**src/rtl/obi_rr_arbiter.sv**
```systemverilog
// rtl/obi_rr_arbiter.sv - round-robin OBI arbiter, NUM_MGR managers onto one subordinate
// Winner is locked while the subordinate stalls; responses are routed via an index FIFO.
module obi_rr_arbiter #(
   parameter int NUM_MGR    = 4,
   parameter int ADDR_WIDTH = 32,
   parameter int DATA_WIDTH = 32,
   parameter int MAX_OUTST  = 2
) (
   input  logic                            clk_i,
   input  logic                            reset_ni,
   input  logic [NUM_MGR-1:0]              mgr_req_i,
   output logic [NUM_MGR-1:0]              mgr_gnt_o,
   input  logic [NUM_MGR*ADDR_WIDTH-1:0]   mgr_addr_i,
   input  logic [NUM_MGR-1:0]              mgr_we_i,
   input  logic [NUM_MGR*DATA_WIDTH/8-1:0] mgr_be_i,
   input  logic [NUM_MGR*DATA_WIDTH-1:0]   mgr_wdata_i,
   output logic [NUM_MGR-1:0]              mgr_rvalid_o,
   input  logic [NUM_MGR-1:0]              mgr_rready_i,
   output logic [DATA_WIDTH-1:0]           mgr_rdata_o,
   output logic                            mgr_err_o,
   output logic                            sbr_req_o,
   input  logic                            sbr_gnt_i,
   output logic [ADDR_WIDTH-1:0]           sbr_addr_o,
   output logic                            sbr_we_o,
   output logic [DATA_WIDTH/8-1:0]         sbr_be_o,
   output logic [DATA_WIDTH-1:0]           sbr_wdata_o,
   input  logic                            sbr_rvalid_i,
   output logic                            sbr_rready_o,
   input  logic [DATA_WIDTH-1:0]           sbr_rdata_i,
   input  logic                            sbr_err_i,
   output logic                            unexp_rsp_o
);

   localparam int BW = DATA_WIDTH / 8;
   localparam int PW = (NUM_MGR > 1) ? $clog2(NUM_MGR) : 1;
   localparam int CW = $clog2(MAX_OUTST + 1);
   localparam int FW = (MAX_OUTST > 1) ? $clog2(MAX_OUTST) : 1;

   logic [PW-1:0] rr_ptr, sel_q, arb_idx, winner, head;
   logic          lock;
   logic [CW-1:0] cnt;
   logic [FW-1:0] wptr, rptr;
   logic [PW-1:0] fifo_mem [MAX_OUTST];
   logic          full, has_txn, accept, pop;

   function automatic logic [FW-1:0] next_ptr(input logic [FW-1:0] p);
      return (p == FW'(MAX_OUTST - 1)) ? '0 : p + 1'b1;
   endfunction

   // Scan downwards so the requester closest to rr_ptr is the last (winning) assignment.
   always_comb begin
      logic [PW-1:0] idx;
      idx     = '0;
      arb_idx = rr_ptr;
      for (int k = NUM_MGR - 1; k >= 0; k--) begin
         idx = PW'((int'(rr_ptr) + k) % NUM_MGR);
         if (mgr_req_i[idx]) arb_idx = idx;
      end
   end

   assign winner  = lock ? sel_q : arb_idx;
   assign full    = (cnt == CW'(MAX_OUTST));
   assign has_txn = (cnt != '0);
   assign head    = fifo_mem[rptr];

   assign sbr_req_o   = (lock | (|mgr_req_i)) & ~full;
   assign accept      = sbr_req_o & sbr_gnt_i;
   assign sbr_addr_o  = mgr_addr_i[int'(winner)*ADDR_WIDTH +: ADDR_WIDTH];
   assign sbr_we_o    = mgr_we_i[winner];
   assign sbr_be_o    = mgr_be_i[int'(winner)*BW +: BW];
   assign sbr_wdata_o = mgr_wdata_i[int'(winner)*DATA_WIDTH +: DATA_WIDTH];

   always_comb begin
      mgr_gnt_o         = '0;
      mgr_gnt_o[winner] = accept;
   end

   always_comb begin
      mgr_rvalid_o = '0;
      if (has_txn) mgr_rvalid_o[head] = sbr_rvalid_i;
   end

   assign sbr_rready_o = has_txn & mgr_rready_i[head];
   assign pop          = sbr_rvalid_i & sbr_rready_o;
   assign mgr_rdata_o  = sbr_rdata_i;
   assign mgr_err_o    = sbr_err_i;

   always_ff @(posedge clk_i or negedge reset_ni) begin
      if (!reset_ni) begin
         rr_ptr      <= '0;
         sel_q       <= '0;
         lock        <= 1'b0;
         cnt         <= '0;
         wptr        <= '0;
         rptr        <= '0;
         unexp_rsp_o <= 1'b0;
      end else begin
         if (accept) begin
            lock   <= 1'b0;
            rr_ptr <= (winner == PW'(NUM_MGR - 1)) ? '0 : winner + 1'b1;
            wptr   <= next_ptr(wptr);
         end else if (sbr_req_o) begin
            // Subordinate stalled: hold this manager's attributes until granted.
            lock  <= 1'b1;
            sel_q <= winner;
         end
         if (pop) rptr <= next_ptr(rptr);
         if (accept && !pop) cnt <= cnt + 1'b1;
         else if (pop && !accept) cnt <= cnt - 1'b1;
         if (sbr_rvalid_i && !has_txn) unexp_rsp_o <= 1'b1;
      end
   end

   always_ff @(posedge clk_i) begin
      if (accept) fifo_mem[wptr] <= winner;
   end

endmodule

```
**config.mk**
```make
export PLATFORM = sky130hd
export DESIGN_NAME = obi_rr_arbiter
export DESIGN_NICKNAME = d
export VERILOG_FILES = /design/src/rtl/obi_rr_arbiter.sv
export SDC_FILE = /design/constraint.sdc
export NUM_CORES = 1
export LEC_CHECK = 0
export BUFFER_PORTS_ARGS = -buffer_cell sky130_fd_sc_hd__buf_2
export CORE_AREA = 2 2 169 171
export DETAILED_ROUTE_END_ITERATION = 16
export DIE_AREA = 0 0 171 173
export SETUP_SLACK_MARGIN = 0.5
export SYNTH_ARGS = -nofsm -noshare
export SYNTH_HDL_FRONTEND = slang
export SYNTH_SLANG_ARGS = --single-unit
```
**constraint.sdc**
```tcl
create_clock -name clk_i -period 2.9 [get_ports clk_i]
set_clock_uncertainty 0.1 [all_clocks]
set_input_delay 0.58 -clock clk_i [delete_from_list [all_inputs] [get_ports clk_i]]
set_output_delay 0.58 -clock clk_i [all_outputs]
set_load 0.01 [all_outputs]
```
==> impl_metrics.tcl <==
set metrics [dict create \
    r2r-end "cnt[1]" \
    ys.flop_type "dfrtp_1" \
    grt_max_degree 37 \
    crit_end "sbr_addr_o[9]" \
    r2r-start "rptr" \
    post-synth-top-count-cell "nand2_1" \
    r2r_slack_ns 0.73 \
    synth_top_family_by_area "compound AO/OA/AOI/OAI gates" \
    finalSetupViolCount 0 \
    antenna_left 0 \
    design_area_mm2 0.00762 \
    period_minus_slack_ns 2.88 \
    clk_latency_ns 0.24 \
    io_buffers 367 \
    fin_util_pct 27.6 \
    drt_iter0_markers 323 \
    vias_per_cell 4.46 \
    ys_seq_elements 14 \
    synth_top_area_share_pct 24.4 \
    crit_fanout 9 \
    cts_htree_levels 1 \
    setup_tns_ns 0 \
    wl_per_cell_um 17.9 \
    slew-limit-headroom_pct 67.2 \
    die-width_um 171 \
    syn_nets 845 \
    reg2regPathDepth 9 \
    fin_ws_ns 0.0201 \
    core_area_mm2 0.0276 \
    slew_violations 0 \
    seq_area_frac_synth_pct 11.1 \
    final.fill_count 3032 \
    ys_top_cells_by_count "nand2_1, a22oi_1, a32oi_1, buf_4, buf_2" \
    dr.pass1.iters 5 \
    die_y_um 173 \
    p_leak_nw 3.58 \
    synth_simple_gate_area_share_pct 28.2 \
    setup.worst_path.start "mgr_req_i[1]" \
    hp-class "in -> async" \
    yosysWarnings 0 \
    cp_slowest_cell "a32oi_4" \
    track_usage_pct 13.0 \
    grt_pass1_wl_um 30000 \
    holdBufCountCts 0 \
    cts.root.buffer_cell "clkbuf_16" \
    path_cells "buf_2, o21ba_2, mux2i_1, o21a_4, buf_12, inv_12, buf_12, nand2_1, a32oi_4, buf_2" \
    grt_pass1_vias 5331 \
    ir_drop_mv 0.573 \
    start_util_pct 12.0 \
    numCtsBuffers 3 \
    placed_cells 1205 \
    status "complete, no violations" \
    clk_pin_slew_worst_paths_ns 0.04 \
    postSynthAreaPerCell_um2 6.37 \
    routabilityCongestion 0.884 \
    synthArstFlopShare_pct 71.4 \
    finalHoldViolations 0 \
    worst_slew_pin_slew_ns 0.492 \
    yosys.area.top_type "nand2_1" \
    drive_above_1_share_pct 69.5 \
    tritoncts "built" \
    die_area_mm2 0.0296 \
    start_kind "input pin" \
    drc 0 \
    synth_xor_area_share_pct 1.32 \
    p_total_mw 11.9 \
    cpPeakStageDelay_ns 0.26 \
    end_kind "primary output" \
    place_ws_ns -0.0657 \
    synth.distinct_cells 35 \
    place_hpwl_um 14200 \
    max_clock_freq_mhz 347 \
    synth-compound-area-share_pct 37.6 \
    synth_edf_count 4 \
    cts_sinks 14 \
    path_class "in -> out" \
    clockBufferDepth 2 \
    required_ns 2.22 \
    rsz0062_at_grt "true" \
    final_cells 1261 \
    syn_area_mm2 0.00332 \
    syn_inst 522 \
    holdWs_ns 0.0928 \
    min_period_over_period_pct 99.3 \
    antenna_found_initial 2 \
    std_cell_rows 61 \
    drv_cap 0 \
    crit_arrival_ns 2.20 \
    io_pins 434 \
    synthMuxAreaShare_pct 2.48 \
    grt_overflow 0 \
    multi_input_area_mm2 0.00332 \
    wl_um 22600 \
    placement.cell_area_mm2 0.00592 \
    final_nets 1205 \
    regArea_um2 374 \
    synthAdderAreaFrac_pct 0.753 \
    via_count 5622 \
    synth_area_leaders "nand2_1, a32oi_1, a22oi_1" \
    syn2layout_area_growth_pct 129 \
    pwr_density_cell_mw_per_mm2 1560 \
]
==> cells in the final DEF (no fill, tap or decap), types with 2 or more instances in the layout <==
cell	synthesis	final
nand2_2	0	27
edfxtp_1	4	4
nor3_4	0	2
clkbuf_16	0	14
nand2_4	0	30
buf_8	0	4
nor3b_1	2	2
nand2_1	216	159
dfrtp_2	0	3
nor2b_1	4	4
buf_4	37	19
nor2_1	9	8
a21oi_1	2	2
a32oi_1	69	8
diode_2	0	2
inv_1	10	4
buf_2	26	362
dfrtp_1	10	7
a21o_1	2	2
a22oi_2	0	20
xnor2_1	3	3
a32oi_2	0	60
inv_12	0	2
mux2i_1	6	4
and3_1	3	2
buf_6	9	9
xor2_1	2	2
inv_2	0	4
a22oi_1	69	49
buf_16	0	19
o221ai_2	0	2
buf_12	0	18
==> per-layer routing <==
| layer | vias to the layer above | part of all wire, % | routed length (µm) | global-route usage [%] |
|---|---|---|---|---|
| met3 | 39 | 8.8 | 1980 | 2.47 |
| met1 | 2629 | 41 | 9200 | 16.1 |
| met4 | 0 | 3.0 | 671 | 3.28 |
| li1 | 2609 | - | - | - |
| met5 | - | 0 | 0 | 0 |
| met2 | 345 | 48 | 10800 | 23.0 |
==> worst max-delay path: cells and delay by family <==
kind | cells | cell delay [ns]
multiplexers | 1 | 0.07
AO/OA/AOI/OAI | 3 | 0.72
buffers and inverters | 5 | 0.72
AND/OR/NAND/NOR | 1 | 0.09
==> how the worst min path moves through the flow <==
stage,startpoint,end,cells after the start
after global routing,reset_ni,cnt[0],1
after detailed placement,reset_ni,rptr,1
final,reset_ni,wptr,1
after CTS,reset_ni,cnt[0],1
after floorplan,reset_ni,cnt[0],0
after global placement,unexp_rsp_o,unexp_rsp_o,1
==> cell families (layout without fill, tap and decap cells) <==
| logic type | count (synthesis) | count (layout) |
|---|---|---|
| compound gates | 154 | 154 |
| xor+xnor | 5 | 5 |
| fa+ha+maj | 2 | 2 |
| buf+inv | 100 | 458 |
| flops | 14 | 14 |
| mux | 8 | 8 |
| other cells | 0 | 2 |
| simple gates | 239 | 240 |
==> state kept, by name (all words and copies together), names as in the netlist <==
signal       cells
sel_q            2
rr_ptr           2
wptr             1
cnt              2
fifo_mem         4
rptr             1
lock             1
unexp_rsp_o      1
==> what timing repair did <==
action | in CTS | in global routing
gates cloned | 19 | 12
gates resized for setup | 73 | 103
setup buffers | 16 | 3
pin swaps | 18 | 65
setup endpoints to repair | 75 | 74
==> report_power, final <==
part / total (mW) / switching, mW / internal (mW)
Clock: 0.261 / 0.0784 / 0.182
Sequential: 0.417 / 0.103 / 0.315
Combinational: 11.2 / 5.63 / 5.58
Total: 11.9 / 5.81 / 6.08
==> area by class of cell <==
type	count	area share, %
inverter	11	1.12
multi-input combinational	409	43.5
tap	378	6.20
clock inverter	1	0.0492
clock buffer	3	0.985
antenna	2	0.0657
timing repair inverter	1	0.213
timing repair buffer	442	43.0
sequential	14	4.91
Power figures use the tool's default switching activity.
